## config.mk

```make
export PLATFORM = sky130hd
export DESIGN_NAME = code_lock_sequencer
export DESIGN_NICKNAME = d
export VERILOG_FILES = /design/src/rtl/lock_pkg.sv /design/src/rtl/lockout_timer.sv /design/src/rtl/code_lock_sequencer.sv
export SDC_FILE = /design/constraint.sdc
export NUM_CORES = 1
export LEC_CHECK = 0
export ABC_AREA = 1
export ABC_CLOCK_PERIOD_IN_PS = 1600
export BUFFER_PORTS_ARGS = -buffer_cell sky130_fd_sc_hd__buf_4
export CORE_MARGIN = 1.5
export CORE_UTILIZATION = 55
export CTS_CLUSTER_DIAMETER = 80
export CTS_CLUSTER_SIZE = 28
export DETAILED_ROUTE_END_ITERATION = 12
export PLACE_DENSITY = 0.73
export SYNTH_ARGS = -nofsm -noshare
export SYNTH_HDL_FRONTEND = slang
export SYNTH_SLANG_ARGS = --single-unit
```

## constraint.sdc

```tcl
create_clock -name clk -period 1.6 [get_ports clk]
set_input_delay 0.24 -clock clk [delete_from_list [all_inputs] [get_ports clk]]
set_output_delay 0.24 -clock clk [all_outputs]
set_load 0.02 [all_outputs]
```

## src/rtl/lock_pkg.sv

```systemverilog
// Shared types and default parameters for the code-lock front end.
package lock_pkg;

   localparam int unsigned W_DEF           = 4;
   localparam logic [3:0]  CODE_A_DEF      = 4'b0101;
   localparam logic [3:0]  CODE_B_DEF      = 4'b0100;
   localparam int unsigned MAX_FAIL_DEF    = 3;
   localparam int unsigned LOCK_CYCLES_DEF = 16;

   typedef enum logic [1:0] {
      IDLE    = 2'd0,
      SHIFT   = 2'd1,
      CHECK   = 2'd2,
      LOCKOUT = 2'd3
   } state_t;

endpackage

```

## src/rtl/lockout_timer.sv

```systemverilog
// Loadable down-counter timing the lockout window; done flags the final cycle.
module lockout_timer #(
   parameter int unsigned LOCK_CYCLES = 16
) (
   input  logic clk,
   input  logic reset,
   input  logic load,
   input  logic tick,
   output logic done
);

   localparam int unsigned TW = $clog2(LOCK_CYCLES + 1);

   logic [TW-1:0] count;

   // Load has priority; ticking stops at zero so the counter never wraps.
   always_ff @(posedge clk or posedge reset) begin
      if (reset) begin
         count <= '0;
      end else if (load) begin
         count <= TW'(LOCK_CYCLES);
      end else if (tick && (count != '0)) begin
         count <= count - 1'b1;
      end
   end

   assign done = (count == TW'(1));

endmodule

```

## src/rtl/code_lock_sequencer.sv

```systemverilog
// Keypad front end: accepts a code word, shifts it out MSB-first, checks it
// against the unlock/clear codes and enforces a timed lockout on repeated failure.
module code_lock_sequencer
   import lock_pkg::*;
#(
   parameter int unsigned W           = W_DEF,
   parameter logic [W-1:0] CODE_A     = W'(CODE_A_DEF),
   parameter logic [W-1:0] CODE_B     = W'(CODE_B_DEF),
   parameter int unsigned MAX_FAIL    = MAX_FAIL_DEF,
   parameter int unsigned LOCK_CYCLES = LOCK_CYCLES_DEF
) (
   input  logic         clk,
   input  logic         reset,
   input  logic         in_valid,
   input  logic [W-1:0] in_data,
   output logic         in_ready,
   output logic         ser_x,
   output logic         ser_en,
   output logic         unlock,
   output logic         clear,
   output logic         fail,
   output logic         locked,
   output logic [1:0]   fail_cnt
);

   localparam int unsigned BW         = $clog2(W);
   localparam logic [1:0]  MAX_FAIL_C = 2'(MAX_FAIL);

   state_t          state, state_next;
   logic [W-1:0]    shreg;
   logic [W-1:0]    rx;
   logic [BW-1:0]   bit_cnt;
   logic            hit_a, hit_b, lock_hit;
   logic [1:0]      fail_cnt_inc;
   logic            timer_load, timer_done;

   // CODE_A is tested first, so it wins if both codes are equal.
   assign hit_a        = (rx == CODE_A);
   assign hit_b        = (rx == CODE_B);
   assign fail_cnt_inc = fail_cnt + 2'd1;
   assign lock_hit     = (fail_cnt_inc == MAX_FAIL_C);
   assign timer_load   = (state == CHECK) && !hit_a && !hit_b && lock_hit;

   lockout_timer #(
      .LOCK_CYCLES(LOCK_CYCLES)
   ) u_timer (
      .clk  (clk),
      .reset(reset),
      .load (timer_load),
      .tick (state == LOCKOUT),
      .done (timer_done)
   );

   // State register.
   always_ff @(posedge clk or posedge reset) begin
      if (reset) begin
         state <= IDLE;
      end else begin
         state <= state_next;
      end
   end

   // Next-state decode.
   always_comb begin
      state_next = state;
      case (state)
         IDLE:    if (in_valid) state_next = SHIFT;
         SHIFT:   if (bit_cnt == BW'(W - 1)) state_next = CHECK;
         CHECK:   state_next = timer_load ? LOCKOUT : IDLE;
         LOCKOUT: if (timer_done) state_next = IDLE;
         default: state_next = IDLE;
      endcase
   end

   // State-decoded outputs; shreg is zero outside SHIFT, so ser_x idles low.
   always_comb begin
      in_ready = (state == IDLE);
      ser_en   = (state == SHIFT);
      ser_x    = shreg[W-1];
   end

   // Datapath and registered result outputs; pulses self-clear each cycle.
   always_ff @(posedge clk or posedge reset) begin
      if (reset) begin
         shreg    <= '0;
         rx       <= '0;
         bit_cnt  <= '0;
         unlock   <= 1'b0;
         clear    <= 1'b0;
         fail     <= 1'b0;
         locked   <= 1'b0;
         fail_cnt <= 2'd0;
      end else begin
         unlock <= 1'b0;
         clear  <= 1'b0;
         fail   <= 1'b0;
         case (state)
            IDLE: begin
               if (in_valid) begin
                  shreg   <= in_data;
                  bit_cnt <= '0;
               end
            end
            SHIFT: begin
               shreg   <= {shreg[W-2:0], 1'b0};
               rx      <= {rx[W-2:0], shreg[W-1]};
               bit_cnt <= bit_cnt + 1'b1;
            end
            CHECK: begin
               if (hit_a) begin
                  unlock   <= 1'b1;
                  fail_cnt <= 2'd0;
               end else if (hit_b) begin
                  clear    <= 1'b1;
                  fail_cnt <= 2'd0;
               end else begin
                  fail <= 1'b1;
                  if (lock_hit) begin
                     fail_cnt <= 2'd0;
                     locked   <= 1'b1;
                  end else begin
                     fail_cnt <= fail_cnt_inc;
                  end
               end
            end
            LOCKOUT: begin
               if (timer_done) locked <= 1'b0;
            end
            default: begin
               shreg    <= '0;
               rx       <= '0;
               bit_cnt  <= '0;
               locked   <= 1'b0;
               fail_cnt <= 2'd0;
            end
         endcase
      end
   end

endmodule

```

==> metrics.yaml <==
worst_slew_pin_slew_ns: 0.292
grt_setup_unrepaired: "false"
cts.sinks: 23
p_int_uw: 693
finalMaxSlewViolations: 0
syn_area_mm2: 0.00112
switching_share: 0.209
vias: 926
grt_remaining_overflow: 0
synth-seq-cells: 23
layout-drive-gt1-share: 0.201
die_width_um: 48.2
final_cells: 186
hpwlAfterDp_um: 1570
coreArea_mm2: 0.00194
grt_max_degree: 24
fmax_mhz: 661
clockBufferDepth: 2
post-cts-setup-buffer-count: 0
crit_arrival_ns: 1.27
firstDrtPassIters: 4
io_pins: 16
synth_seq_area_share: 0.512
slew_headroom: 0.805
cts_max_level: 1
rows: 16
die_area_mm2: 0.00232
vdd_drop_max_mv: 0.486
drt_iter0_drc: 16
drtAntennaViolNets: 0
dp.cells: 181
drc: 0
cts_root_buffer: "clkbuf_4"
hold_violations: 0
fin_crit_sh: 0.946
ys_warn_count: 0
drt-total-wl_um: 2070
switchingPower_uw: 183
clock_latency_ns: 0.30
power.density_mw_per_mm2: 667
cts_buffers: 3
tns_ns: 0
setup_violations: 0
cap_violations: 0
finalWeightedCongestion: 0.810
hold_class: "in -> reg"
p_leak_uw: 0.000690
fill_cells: 176
crit_required_ns: 1.36
run_status: "finished, final reports clean"
cts_tree: "built"
clk_transition_reported_paths_ns: 0.12
start_kind: "flop"
syn_inst: 138
min_period_ns: 1.51
total_power_uw: 877
whs_ns: 0.168
drt-wirelength-per-cell_um: 11.1
initial_core_util: 0.579
die_y_um: 48.2
antenna_found_initial: 0
end_kind: "primary output"
grt_usage: 0.201
syn2layout_area_growth_pct: 17.0
crit_path_max_fanout: 6
syn_area_per_cell_um2: 8.14
via_per_inst: 4.98
yosysUniqueCellTypes: 18
clock_skew_ns: 0.00200
grt_pass1_wl_um: 3160
syn_nets: 148
critPathKind: "reg -> out"
first_global_vias: 808
fin_nets: 170
p_seq_frac: 0.665
io_buffer_count: 15
pwr-share-clk: 0.302
num_antenna_cells: 0
pwr-share-comb: 0.033
## synthesized netlist by cell type
cell	count	area share
xor2_1	1	0.0078
inv_1	19	0.063
nand3_1	14	0.062
ha_1	3	0.033
nor2_4	1	0.010
o21ai_1	15	0.067
a21oi_1	2	0.0089
nand2_1	34	0.11
a22o_1	1	0.0078
nor2_1	12	0.040
a22oi_1	1	0.0067
a21oi_2	1	0.0078
nand3_4	1	0.016
buf_4	1	0.0067
dfrtp_1	23	0.51
clkinv_1	1	0.0033
inv_2	5	0.017
nand2_2	3	0.017
## cells by family (layout without fill, tap and decap cells)
family / count (synthesis) / after routing / synth area share
simple gates: 65 / 65 / 0.258
buf+inv: 26 / 47 / 0.0902
flops: 23 / 23 / 0.512
compound gates: 20 / 20 / 0.0980
fa+ha+maj: 3 / 3 / 0.0334
xor+xnor: 1 / 1 / 0.00780
## layout by cell type, fill, tap and decap left out, types with 3 or more instances in the layout
master / synthesis / final
nand2_1: 34 / 34
dfrtp_1: 23 / 22
inv_1: 19 / 19
buf_4: 1 / 17
o21ai_1: 15 / 15
nand3_1: 14 / 14
nor2_1: 12 / 12
inv_2: 5 / 5
nand2_2: 3 / 3
ha_1: 3 / 3
clkbuf_4: 0 / 3
## worst max-delay path: stages, from the launching register on
cell and delay [ns]:
dfrtp_2 0.47, inv_2 0.12, nand2_1 0.09, inv_2 0.13, buf_4 0.16
## through the flow
step,worst slack [ns],utilization,cell area [um2]
after floorplan,0.408,-,1120
after global placement,0.373,0.658,1280
after detailed placement,0.285,0.658,1280
after CTS,0.0632,0.677,1310
after global routing,0.00844,0.677,1320
final,0.0867,0.677,1320
## area by class of cell
type / count / area [um2] / share of cell area
Multi-Input combinational cell: 89 / 447 / 0.340
Sequential cell: 23 / 577 / 0.439
Inverter: 25 / 93.8 / 0.0714
Clock buffer: 4 / 26.3 / 0.0200
Timing Repair Buffer: 18 / 138 / 0.105
Tap cell: 27 / 33.8 / 0.0257
## power groups by stage
stage	Combinational (uW)	Sequential (uW)	Clock, uW
final	28.8	583	265
after global routing	34.1	583	295
after CTS	30.0	583	269
after detailed placement	28.0	594	0
after global placement	27.3	594	0
after floorplan	11.3	594	0
## timing repair
item,CTS,global route
hold endpoints to repair,23,0
gates resized for setup,0,1
endpoints found under the setup margin,0,1
hold buffers,1,0
## worst paths after layout
path | cells after the start | from | to | slack [ns]
worst min-delay path | 3 | in_data[0] | shreg[0] | 0.17
min in group asynchronous | 4 | reset | fail_cnt[1] | 0.51
max in group asynchronous | 4 | reset | state[1] | 0.85
worst max register to register | 7 | u_timer.count[0] | u_timer.count[3] | 0.29
worst min register to register | 1 | rx[0] | clear | 0.47
worst max-delay path | 4 | state[1] | ser_en | 0.09
## flip-flops by register name (all words and copies together) (netlist names)
register       count
bit_cnt            2
clear              1
fail               1
fail_cnt           2
locked             1
rx                 4
shreg              4
state              2
u_timer.count      5
unlock             1
## per-layer routing
layer  routed length, um  global-route usage  vias up
met5                   0                   0        -
met4                  23              0.0973        0
met3                  75              0.0333        2
met2                1080               0.350       21
met1                 891               0.237      426
li1                    -                   -      477
No activity file was read; power rests on OpenSTA's default activity.
